**src/rtl/tmds_video_encoder_pkg.sv**
```systemverilog
// Shared definitions for the TMDS video encoder: control tokens, pipeline
// depth, the per-channel stage-1 record and small helper functions.
package tmds_video_encoder_pkg;

   // Control-period tokens, indexed by {C1,C0}
   localparam logic [9:0] CTRL_TOKEN_00 = 10'b1101010100;
   localparam logic [9:0] CTRL_TOKEN_01 = 10'b0010101011;
   localparam logic [9:0] CTRL_TOKEN_10 = 10'b0101010100;
   localparam logic [9:0] CTRL_TOKEN_11 = 10'b1010101011;

   // Input-to-symbol latency in pixel clocks
   localparam int unsigned TMDS_LATENCY = 2;

   // Which DC-balance rule the second stage applies to a video word
   typedef enum logic [1:0] {
      DISP_CASE_A,
      DISP_CASE_B,
      DISP_CASE_C
   } disp_case_e;

   // Stage-1 register contents for one channel
   typedef struct packed {
      logic [8:0] q_m;
      logic [3:0] n1;
      logic [3:0] n0;
      logic       blank;
      logic       c0;
      logic       c1;
   } stage1_t;

   // Number of ones in an 8-bit word
   function automatic logic [3:0] popcount8(input logic [7:0] x);
      logic [3:0] n;
      n = '0;
      for (int unsigned i = 0; i < 8; i++) begin
         n = n + {3'b000, x[i]};
      end
      return n;
   endfunction

   // Control token for a {C1,C0} pair
   function automatic logic [9:0] ctrl_token(input logic c1, input logic c0);
      logic [9:0] tok;
      case ({c1, c0})
         2'b00:   tok = CTRL_TOKEN_00;
         2'b01:   tok = CTRL_TOKEN_01;
         2'b10:   tok = CTRL_TOKEN_10;
         default: tok = CTRL_TOKEN_11;
      endcase
      return tok;
   endfunction

endpackage

```
**src/rtl/tmds_video_encoder_channel.sv**
```systemverilog
// One TMDS channel: transition-minimising stage followed by the
// DC-balancing stage with its own running disparity counter.
module tmds_channel_encoder
   import tmds_video_encoder_pkg::*;
(
   input  logic       clk,
   input  logic       nreset,
   input  logic [7:0] data,
   input  logic       c0,
   input  logic       c1,
   input  logic       blank,
   output logic [9:0] tmds
);

   // XOR/XNOR chain; bit 8 records which one was used (1 = XOR)
   function automatic logic [8:0] minimise(input logic [7:0] d, input logic use_xnor);
      logic [8:0] q;
      q    = '0;
      q[0] = d[0];
      for (int unsigned i = 1; i < 8; i++) begin
         q[i] = use_xnor ? ~(q[i-1] ^ d[i]) : (q[i-1] ^ d[i]);
      end
      q[8] = ~use_xnor;
      return q;
   endfunction

   logic [3:0]        d_ones;
   logic              use_xnor;
   logic [8:0]        q_m;
   logic [3:0]        q_ones;
   stage1_t           s1;

   logic signed [4:0] cnt;
   logic signed [4:0] cnt_next;
   logic signed [4:0] n1_s;
   logic signed [4:0] n0_s;
   logic signed [4:0] diff;
   logic              cnt_pos;
   logic              cnt_neg;
   disp_case_e        sel;
   logic [9:0]        sym_next;

   // Stage 1 combinational: choose XOR/XNOR and count ones of the result
   always_comb begin
      d_ones   = popcount8(data);
      use_xnor = (d_ones > 4'd4) || ((d_ones == 4'd4) && !data[0]);
      q_m      = minimise(data, use_xnor);
      q_ones   = popcount8(q_m[7:0]);
   end

   // Stage 1 register: q_m, its ones/zeros counts, and the timing bits
   always_ff @(posedge clk or negedge nreset) begin
      if (!nreset) begin
         s1 <= '{q_m: '0, n1: '0, n0: '0, blank: 1'b1, c0: 1'b0, c1: 1'b0};
      end else begin
         s1 <= '{q_m: q_m, n1: q_ones, n0: 4'd8 - q_ones,
                 blank: blank, c0: c0, c1: c1};
      end
   end

   // Stage 2 combinational: DC-balance decision or control token
   always_comb begin
      n1_s     = signed'({1'b0, s1.n1});
      n0_s     = signed'({1'b0, s1.n0});
      diff     = n1_s - n0_s;
      cnt_pos  = !cnt[4] && (cnt != '0);
      cnt_neg  = cnt[4];
      sym_next = CTRL_TOKEN_00;
      cnt_next = '0;

      if ((cnt == '0) || (s1.n1 == s1.n0)) begin
         sel = DISP_CASE_A;
      end else if ((cnt_pos && (s1.n1 > s1.n0)) || (cnt_neg && (s1.n0 > s1.n1))) begin
         sel = DISP_CASE_B;
      end else begin
         sel = DISP_CASE_C;
      end

      if (s1.blank) begin
         sym_next = ctrl_token(s1.c1, s1.c0);
         cnt_next = '0;
      end else begin
         case (sel)
            DISP_CASE_A: begin
               sym_next = {~s1.q_m[8], s1.q_m[8],
                           s1.q_m[8] ? s1.q_m[7:0] : ~s1.q_m[7:0]};
               cnt_next = s1.q_m[8] ? (cnt + diff) : (cnt - diff);
            end
            DISP_CASE_B: begin
               sym_next = {1'b1, s1.q_m[8], ~s1.q_m[7:0]};
               cnt_next = cnt + (s1.q_m[8] ? 5'sd2 : 5'sd0) - diff;
            end
            DISP_CASE_C: begin
               sym_next = {1'b0, s1.q_m[8], s1.q_m[7:0]};
               cnt_next = cnt - (s1.q_m[8] ? 5'sd0 : 5'sd2) + diff;
            end
            default: begin
               sym_next = CTRL_TOKEN_00;
               cnt_next = '0;
            end
         endcase
      end
   end

   // Stage 2 register: output symbol and running disparity
   always_ff @(posedge clk or negedge nreset) begin
      if (!nreset) begin
         tmds <= CTRL_TOKEN_00;
         cnt  <= '0;
      end else begin
         tmds <= sym_next;
         cnt  <= cnt_next;
      end
   end

endmodule

```
**src/rtl/tmds_video_encoder.sv**
```systemverilog
// RGB332 + sync/blank to three TMDS symbols per pixel clock.
// Expands colour to 8 bits per channel and applies optional sync inversion.
module tmds_video_encoder
   import tmds_video_encoder_pkg::*;
#(
   parameter logic INVERT_SYNC = 1'b0
)
(
   input  logic       clk,
   input  logic       nreset,
   input  logic [2:0] r,
   input  logic [2:0] g,
   input  logic [1:0] b,
   input  logic       hs,
   input  logic       vs,
   input  logic       blank,
   output logic [9:0] tmds_ch0,
   output logic [9:0] tmds_ch1,
   output logic [9:0] tmds_ch2
);

   logic [7:0] r8;
   logic [7:0] g8;
   logic [7:0] b8;
   logic       c0_sync;
   logic       c1_sync;

   // Bit-replicating colour expansion and sync polarity for channel 0
   always_comb begin
      r8      = {r, r, r[2:1]};
      g8      = {g, g, g[2:1]};
      b8      = {b, b, b, b};
      c0_sync = hs ^ INVERT_SYNC;
      c1_sync = vs ^ INVERT_SYNC;
   end

   tmds_channel_encoder u_ch0 (
      .clk    (clk),
      .nreset (nreset),
      .data   (b8),
      .c0     (c0_sync),
      .c1     (c1_sync),
      .blank  (blank),
      .tmds   (tmds_ch0)
   );

   tmds_channel_encoder u_ch1 (
      .clk    (clk),
      .nreset (nreset),
      .data   (g8),
      .c0     (1'b0),
      .c1     (1'b0),
      .blank  (blank),
      .tmds   (tmds_ch1)
   );

   tmds_channel_encoder u_ch2 (
      .clk    (clk),
      .nreset (nreset),
      .data   (r8),
      .c0     (1'b0),
      .c1     (1'b0),
      .blank  (blank),
      .tmds   (tmds_ch2)
   );

endmodule

```
**config.mk**
```make
export PLATFORM = sky130hd
export DESIGN_NAME = tmds_video_encoder
export DESIGN_NICKNAME = d
export VERILOG_FILES = /design/src/rtl/tmds_video_encoder_pkg.sv /design/src/rtl/tmds_video_encoder_channel.sv /design/src/rtl/tmds_video_encoder.sv
export SDC_FILE = /design/constraint.sdc
export NUM_CORES = 1
export LEC_CHECK = 0
export ABC_AREA = 1
export BUFFER_PORTS_ARGS = -buffer_cell sky130_fd_sc_hd__buf_2
export CAP_MARGIN = 10
export CORE_ASPECT_RATIO = 1.75
export CORE_UTILIZATION = 68
export CTS_CLUSTER_DIAMETER = 150
export CTS_CLUSTER_SIZE = 8
export DETAILED_ROUTE_END_ITERATION = 8
export GPL_ROUTABILITY_DRIVEN = 0
export PLACE_DENSITY = 0.92
export SKIP_CTS_REPAIR_TIMING = 1
export SLEW_MARGIN = 0
export SYNTH_ARGS = -nofsm -noshare
export SYNTH_HDL_FRONTEND = slang
export SYNTH_HIERARCHICAL = 1
export SYNTH_SLANG_ARGS = --single-unit
export TNS_END_PERCENT = 30
```
**constraint.sdc**
```tcl
create_clock -name clk -period 8 [get_ports clk]
set_clock_uncertainty 0.05 [all_clocks]
set_input_delay 1.6 -clock clk [delete_from_list [all_inputs] [get_ports clk]]
set_output_delay 1.6 -clock clk [all_outputs]
set_load 0.01 [all_outputs]
```
# Yosys cells after proc, flatten, opt, wreduce, memory -nomap -nowiden
# Cells that the tools add are included.
# totals
register_bits	99
latchBits	0
ramBits	0
rom_bits	0
inputBits	13
output_inout_bits	30
wordCells	247
memories	0
# op_classes
n_addsub	66
n_mul	0
div_mod_pow	0
order_cmp	9
eq_ne	14
n_shift	0
mux	52
bitwise_logic	51
n_reduce_logical	37
# op_table
operator	count
4-bit by 1-bit adder with 4-bit output	36
10-bit case mux with 3 select lines	4
5-bit adder	9
5-bit case mux with 3 select lines	3
5-bit subtractor	9
10-bit 2-to-1 mux	3
5-bit 2-to-1 mux	6
1-bit inverter	27
4-bit greater-than comparator	6
2-bit 2-to-1 mux	12
8-bit 2-to-1 mux	3
8-bit inverter	3
1-bit 2-to-1 mux	21
1-bit bitwise XOR	21
5-bit logical NOT	3
5-bit nonzero test	3
4-bit by 4-bit subtractor with 5-bit output	3
1-bit by 1-bit adder with 2-bit output	6
4-bit by 3-bit == test with 1-bit output, second input constant	3
4-bit == test	3
4-bit by 3-bit greater-than comparator with 1-bit output, second input constant	3
1-bit logical AND	12
4-bit subtractor, first input constant	3
1-bit logical OR	9
4 further kinds	18

# Logic depth before layout (Yosys ltp)
# Gate-level depths: netlist of run 1.
# depth
ltp_word	31
mapped_depth	29
depth_no_buf	29

# Modules after synthesis
# The synthesis of run 1 kept the hierarchy.
# by_module_without_submodules
module	instances	cells_each	area_each_um2	seq_area_each_um2
tmds_channel_encoder (u_ch2)	1	318	2583.7	833.3
tmds_channel_encoder (u_ch1)	1	308	2572.5	833.3
tmds_channel_encoder (u_ch0)	1	300	2566.2	833.3
tmds_video_encoder	1	1	3.8	0.0

# Worst setup path after synthesis of run 1
# No wires, ideal clock.
# synth_timing
kind	input to register
from	input port g[1]
to	register u_ch1.s1, in the netlist u_ch1/n0_s[2]
setup_time_ns	0.127
t_arrival_ns	6.983
required_ns	7.823
slack_ns	0.841
cell_stages	21
n_path_buf	0
path_cell_list	inv_1 -> fa_1 -> fa_1 -> fa_1 -> inv_1 -> ha_1 -> fa_1 -> o31ai_2 -> nand2_1 -> nand2_1 -> nand2_2 -> inv_1 -> fa_1 -> fa_1 -> inv_1 -> fa_1 -> ha_1 -> fa_1 -> inv_1 -> ha_1 -> xnor2_1
# synth_between
elab_chain_cells	31
word_cells_on_any_way	41
cone_classes	15 x add/sub; 1 x order compare; 1 x eq/ne; 7 x mux; 14 x bitwise; 3 x reduce/logical
# synth_lines
item	line_no	rtl
start: declaration	tmds_video_encoder.sv:12	input logic [2:0] g,
branches (longest 16 deep; another with 4-bit by 1-bit adder with 4-bit output)	-	
1-bit 2-to-1 mux (*)	tmds_video_encoder_channel.sv:21	q[i] = use_xnor ? ~(q[i-1] ^ d[i]) : (q[i-1] ^ d[i]);
via u_ch1.q_m[3]	tmds_video_encoder_channel.sv:29	logic [8:0] q_m;
branches (longest 12 deep; another with 4-bit by 1-bit adder with 4-bit output)	-	
4-bit by 1-bit adder with 4-bit output (*)	tmds_video_encoder_pkg.sv:36	n = n + {3'b000, x[i]};
via u_ch1.q_ones[1]	tmds_video_encoder_channel.sv:30	logic [3:0] q_ones;
4-bit subtractor (*)	tmds_video_encoder_channel.sv:56	s1 <= '{q_m: q_m, n1: q_ones, n0: 4'd8 - q_ones,
end signal: assignment	tmds_video_encoder_channel.sv:54	s1 <= '{q_m: '0, n1: '0, n0: '0, blank: 1'b1, c0: 1'b0, c1: 1'b0};
end signal: assignment	tmds_video_encoder_channel.sv:56	
end: declaration	tmds_video_encoder_channel.sv:31	stage1_t s1;
# Mark *: on every way through the listed nets, which the timed path passes.

# Worst setup path in the final report of run 1
# layout_timing
from	input port g[1]
to	register u_ch1.s1, in the netlist u_ch1/n0_s[3]
# layout_between
elab_chain_cells	31
word_cells_on_any_way	41
cone_classes	15 x add/sub; 1 x order compare; 1 x eq/ne; 7 x mux; 14 x bitwise; 3 x reduce/logical
# layout_lines
item	line_no
branches (longest 10 deep; another with 4-bit by 1-bit adder with 4-bit output)	-
1-bit 2-to-1 mux (*)	tmds_video_encoder_channel.sv:21
via u_ch1.q_m[1]	tmds_video_encoder_channel.sv:29
branches (longest 18 deep; another with 4-bit by 1-bit adder with 4-bit output)	-
4-bit by 1-bit adder with 4-bit output (*)	tmds_video_encoder_pkg.sv:36
via u_ch1.q_ones[2]	tmds_video_encoder_channel.sv:30
4-bit subtractor (*)	tmds_video_encoder_channel.sv:56
# Marks and branches as above.

==> flow_metrics.py, run 1 <==
metrics = {
    "yosys": {
        "synthDistinctLibCells": 41,
        "ys_seq_elements": 99,
        "ys_warn_count": 6,
        "seq_area_frac_synth_pct": 32.4,
        "synth_cells": 927,
        "synth_top_cell_area_share_pct": 26.2,
        "yosys-top-cells-area": "dfrtp_1 (26%), ha_1 (15%), nand2_1 (10%)",
        "syn-cell-area_sq_um": 7730,
        "synth.largest_area_cell": "dfrtp_1",
        "syn_area_per_cell_sq_um": 8.33,
    },
    "place": {
        "post-dp-hpwl_um": 12200,
        "dp_cells": 1100,
        "postPlaceCellArea_sq_um": 8080,
        "dpl_worst_slack_ns": 0.115,
        "io_buffers": 42,
    },
    "clock_tree": {
        "ctsHtreeMaxLevel": 3,
        "clockBufferDepth": 2,
        "insertion_delay_ns": 0.35,
        "clockRootBuffer": "clkbuf_16",
        "clock_sinks": 99,
        "cts_tree": "done",
        "cts_made_buffers": 9,
        "clkSlewWorstSetupHoldPaths_ns": 0.08,
    },
    "critical_path": {
        "cp-start-kind": "input port",
        "crit_path_start": "g[1]",
        "crit_chain": "buf_2 > inv_1 > fa_1 > fa_1 > fa_1 > inv_1 > ha_1 > fa_1 > o31ai_2 > nand2_1 > xor2_1 > inv_1 > fa_1 > fa_1 > inv_1 > fa_1 > ha_1 > fa_1 > xor2_1 > nor3_1 > xor2_1",
        "crit_path_top_delay_cell": "fa_1",
        "crit_required_ns": 8.22,
        "path_common_cell": "fa_1",
        "slowest_delay_ns": 0.57,
        "cp-end-kind": "register",
        "crit_arrival_ns": 7.70,
        "r2r_start": "u_ch1/n1_s[1]$_DFF_PN0_",
        "reg2reg_depth": 19,
        "cp_max_fo": 8,
        "worstSetupPathType": "input port to register",
    },
    "route": {
        "drtIter0Drc": 416,
        "routed_wl_um": 16400,
        "drc_errors": 0,
        "avgRoutedWirePerCell_um": 14.7,
        "vias_per_cell": 5.54,
        "dr.pass1.iters": 5,
        "ant_nets": 0,
        "vias": 6180,
    },
    "die": {
        "start_util_pct": 69.6,
        "dieArea_sq_um": 11800,
        "io_pins": 43,
        "die-width_um": 82.6,
        "core_sq_um": 11100,
        "rows": 51,
        "die_h_um": 143,
    },
    "sta": {
        "setup_viol": 0,
        "fin_crit_sh_pct": 93.5,
        "fin_ws_ns": 0.520,
        "finalHoldViolCount": 0,
        "worst_slew_pin_slew_ns": 0.690,
        "max_freq_mhz": 134,
        "rsz0062_at_grt": "false",
        "timing.final.max_slew_violations": 0,
        "relSlewSlack_pct": 54.0,
        "min_period_ns": 7.48,
        "tns_ns": 0,
    },
    "finish": {
        "nNetsFinal": 1121,
        "instances_no_fill": 1116,
        "antenna_cells": 0,
        "drive_above_1_share_pct": 13.4,
        "finalInstanceArea_sq_um": 8400,
        "synthToLayoutAreaGrowth_pct": 8.66,
    },
    "min_path": {
        "holdPathStages": 3,
        "hp-start": "u_ch0/s1[17]$_DFF_PN0_",
        "hold_class": "register to register",
    },
    "grt": {
        "grt_first_pass_wirelength_um": 27900,
        "met3_usage_pct": 8.24,
        "grt_pass1_vias": 6378,
        "grt.met2_usage_pct": 56.8,
        "gr-total-overflow": 0,
        "grt_max_degree": 58,
        "grt_use_total_pct": 31.7,
        "use_met1_pct": 30.0,
        "globalRoute.busiestLayer": "met2",
        "grt_antenna_before_repair": 0,
    },
    "job": {
        "max_cap_viol_count": 0,
    },
    "outcome": {
        "status": "finished clean",
    },
}
[Yosys cell counts (all sizes together)]
library cell / instances
o22ai: 2
fa: 39
nand2: 230
a31oi: 1
a21o: 2
o21ai: 21
or2: 31
xnor2: 17
ha: 90
nand3b: 3
o211ai: 2
xor2: 22
nand4: 3
nor3: 5
nand3: 97
nor2: 34
a21oi: 30
o31ai: 1
conb: 1
buf: 6
dfrtp: 81
inv: 191
dfstp: 18
[through the flow]
stage | hold slack [ns] | util (%)
3_3_place_gp | 0.421 | 72.8
6_report | 0.452 | 75.6
4_1_cts | 0.447 | 75.6
5_1_grt | 0.474 | 75.6
3_5_place_dp | 0.435 | 72.8
2_1_floorplan | 0.396 | -
[path summary, 6_finish.rpt]
kind	to	slack [ns]
min in group asynchronous	u_ch1/cnt[2]$_DFF_PN0_	1.18
min	u_ch0/tmds[6]$_DFF_PN1_	0.45
max	u_ch1/n0_s[3]$_DFF_PN0_	0.52
max reg2reg	u_ch1/cnt[4]$_DFF_PN0_	4.98
min reg2reg	u_ch0/tmds[6]$_DFF_PN1_	0.45
max in group asynchronous	u_ch2/s1[11]$_DFF_PN0_	5.62
[worst max-delay path: cells and delay by family]
family	cells	cell delay, ns
xor gates and xnor gates	3	0.65
adders and majority gates	10	4.22
AOI/OAI and AO/OA	1	0.29
buffers and inverters	5	0.49
and+or+nand+nor	2	0.43
[sequential cells by signal, indices dropped and copies added, names as in the netlist]
register    count
u_ch0/cnt       5
u_ch0/s1       12
u_ch0/tmds     10
u_ch1/s1       12
u_ch2/n0_s      3
u_ch0/n1_s      3
u_ch1/cnt       5
u_ch2/s1       12
u_ch2/n1_s      3
u_ch0/n0_s      3
u_ch1/tmds     10
u_ch1/n0_s      3
u_ch2/cnt       5
u_ch2/tmds     10
u_ch1/n1_s      3
[final cells by class]
class	count	area [sq um]
Multi-Input combinational cell	634	4470
Fill cell	733	2710
Sequential cell	99	2500
Inverter	191	719
Timing Repair Buffer	44	228
Clock buffer	9	225
Tap cell	132	165
Clock inverter	7	90.1
[cells in the final DEF, fill, tap and decap left out, types with 3 or more instances in the layout]
cell type / instances
or2_2: 14
nand4_1: 3
ha_1: 90
dfrtp_1: 81
nand3_2: 4
nand3_1: 93
conb_1: 4
o21ai_0: 15
nand2_1: 213
o21ai_1: 4
inv_1: 182
nor3_1: 5
nor2_1: 32
fa_1: 39
dfstp_2: 18
inv_8: 3
inv_2: 8
xnor2_1: 17
clkbuf_16: 9
xor2_1: 21
a21oi_1: 27
buf_2: 41
buf_4: 3
or2_0: 8
nand2_4: 6
or2_1: 9
nand2_2: 11
[kinds of logic (layout without fill, tap and decap cells)]
kind of cell,count (synthesis),in the layout,synth area share [%]
and+or+nand+nor,403,403,23.9
buffers and inverters,197,251,9.96
adders and majority gates,129,129,24.7
DFF,99,99,32.4
AOI/OAI and AO/OA,59,59,4.53
xor gates and xnor gates,39,39,4.52
other,1,4,0.0485
[per-layer routing]
layer / wire (um) / vias to the layer above
li1: - / 2949
met1: 5460 / 2940
met2: 9470 / 212
met3: 618 / 79
met4: 890 / 0
met5: 0 / -
Power of run 1 is left out: the tool's default activity adds up to more than one toggle a clock period on the data nets, which glitch-free logic cannot reach.
==> run 2: changes to the inputs <==
--- a/config.mk
+++ b/config.mk
@@ -8,7 +8,7 @@
 export ABC_AREA = 1
 export BUFFER_PORTS_ARGS = -buffer_cell sky130_fd_sc_hd__buf_2
 export CAP_MARGIN = 10
-export CORE_ASPECT_RATIO = 1.75
+export CORE_ASPECT_RATIO = 1.4
 export CORE_UTILIZATION = 68
 export CTS_CLUSTER_DIAMETER = 150
 export CTS_CLUSTER_SIZE = 8
==> run 2 against run 1 <==
  * Non-clock buffer count decreased by 1
  * Utilization increased by 0.83 points
  * Sequential cell count unchanged
  * Wire length increased by 2.0%
  * Global-route usage decreased by 0.65 points
  * Setup slack improved by 0.061 ns
  * First-iteration DRC count decreased by 23%
  * Design area about the same
  * Via count increased by 1.1%
==> flow_metrics.py, run 2 (synthesized netlist as in run 1, its figures left out) <==
metrics = {
    "outcome": {
        "status": "finished clean",
    },
    "critical_path": {
        "crit_path_start": "g[1]",
        "crit_arrival_ns": 7.60,
        "r2r_start": "u_ch0/n1_s[2]$_DFF_PN0_",
        "worstSetupPathType": "input port to register",
        "cp-end-kind": "register",
        "cp_max_fo": 8,
        "cp-start-kind": "input port",
        "crit_required_ns": 8.18,
    },
    "sta": {
        "timing.final.max_slew_violations": 0,
        "setup_viol": 0,
        "rsz0062_at_grt": "false",
        "max_freq_mhz": 135,
        "tns_ns": 0,
        "fin_crit_sh_pct": 92.7,
        "min_period_ns": 7.42,
        "finalHoldViolCount": 0,
        "worst_slew_pin_slew_ns": 0.729,
        "relSlewSlack_pct": 51.4,
    },
    "clock_tree": {
        "insertion_delay_ns": 0.35,
        "clockBufferDepth": 2,
        "clockRootBuffer": "clkbuf_16",
        "cts_made_buffers": 9,
        "clock_sinks": 99,
        "cts_tree": "done",
        "ctsHtreeMaxLevel": 3,
        "clkSlewWorstSetupHoldPaths_ns": 0.07,
    },
    "route": {
        "ant_nets": 0,
        "routed_wl_um": 16800,
        "drtIter0Drc": 319,
        "vias": 6251,
        "dr.pass1.iters": 5,
        "avgRoutedWirePerCell_um": 14.9,
        "drc_errors": 0,
        "vias_per_cell": 5.56,
    },
    "finish": {
        "synthToLayoutAreaGrowth_pct": 8.63,
        "nNetsFinal": 1120,
        "drive_above_1_share_pct": 13.3,
        "fill_cells": 704,
        "mostFrequentLayoutCells": "nand2_1 (213), inv_1 (182), nand3_1 (93)",
        "antenna_cells": 0,
        "top_regs": "u_ch0/s1: 12 flops, u_ch1/s1: 12 flops, u_ch2/s1: 12 flops",
        "final_common_cell": "nand2_1",
    },
    "job": {
        "max_cap_viol_count": 0,
    },
    "min_path": {
        "hold_class": "register to register",
        "hp-start": "u_ch2/s1[13]$_DFF_PN0_",
    },
    "die": {
        "io_pins": 43,
        "die-width_um": 92.1,
        "rows": 45,
        "die_h_um": 128,
        "core_sq_um": 11000,
        "start_util_pct": 70.4,
        "dieArea_sq_um": 11800,
    },
    "place": {
        "io_buffers": 42,
        "post-dp-hpwl_um": 12100,
    },
    "grt": {
        "grt_use_total_pct": 31.0,
        "grt_antenna_before_repair": 0,
        "grt_first_pass_wirelength_um": 28500,
        "gr-total-overflow": 0,
        "grt_max_degree": 59,
        "grt_pass1_vias": 6505,
    },
}
-- run 2: worst max-delay path: stages --
cell and delay [ns]:
buf_2 0.17, inv_1 0.15, fa_1 0.57, fa_1 0.42, fa_1 0.49, inv_1 0.05
ha_1 0.20, fa_1 0.45, o31ai_2 0.28, nand2_1 0.20, xor2_1 0.25, inv_1 0.08
fa_1 0.46, fa_1 0.53, inv_1 0.06, fa_1 0.44, ha_1 0.23, fa_1 0.55
inv_1 0.07, ha_1 0.21, xnor2_1 0.14
-- run 2: final cells by class --
| type | instances | area, sq um | area share, % |
|---|---|---|---|
| flip-flops and latches | 99 | 2500 | 29.8 |
| multi-input cells | 634 | 4470 | 53.2 |
| repair buffers | 43 | 220 | 2.62 |
| well taps | 141 | 176 | 2.10 |
| clock buffers | 9 | 225 | 2.68 |
| inverters | 191 | 719 | 8.57 |
| clock inverters | 7 | 83.8 | 0.999 |
-- run 2: stage by stage --
step | area (sq um) | hold slack, ns | setup slack, ns | utilization, % | cells
floorplan | 7740 | 0.396 | 0.841 | - | 930
global placement | 8080 | 0.427 | 0.482 | 73.6 | 1108
detailed placement | 8080 | 0.440 | 0.233 | 73.6 | 1108
CTS | 8390 | 0.453 | 0.591 | 76.4 | 1124
global route | 8390 | 0.481 | 0.271 | 76.4 | 1124
finish | 8390 | 0.460 | 0.581 | 76.4 | 1124
-- run 2: final timing paths --
check                                          end  slack (ns)  depth (start not counted)
max                        u_ch1/n0_s[2]$_DFF_PN0_        0.58                         21
min                        u_ch2/tmds[2]$_DFF_PN1_        0.46                          3
max reg2reg                 u_ch0/cnt[4]$_DFF_PN0_        4.87                         14
min reg2reg                u_ch2/tmds[2]$_DFF_PN1_        0.46                          3
max in group asynchronous   u_ch1/cnt[1]$_DFF_PN0_        5.61                          2
min in group asynchronous   u_ch2/cnt[3]$_DFF_PN0_        1.17                          1
-- run 2: per-layer routing --
metal,global-route usage (%),share of wire [%]
met4,19.6,4.6
met5,0,0
met1,30.9,35
met3,4.27,4.2
met2,59.5,56
Power of run 2 is left out for the same reason.
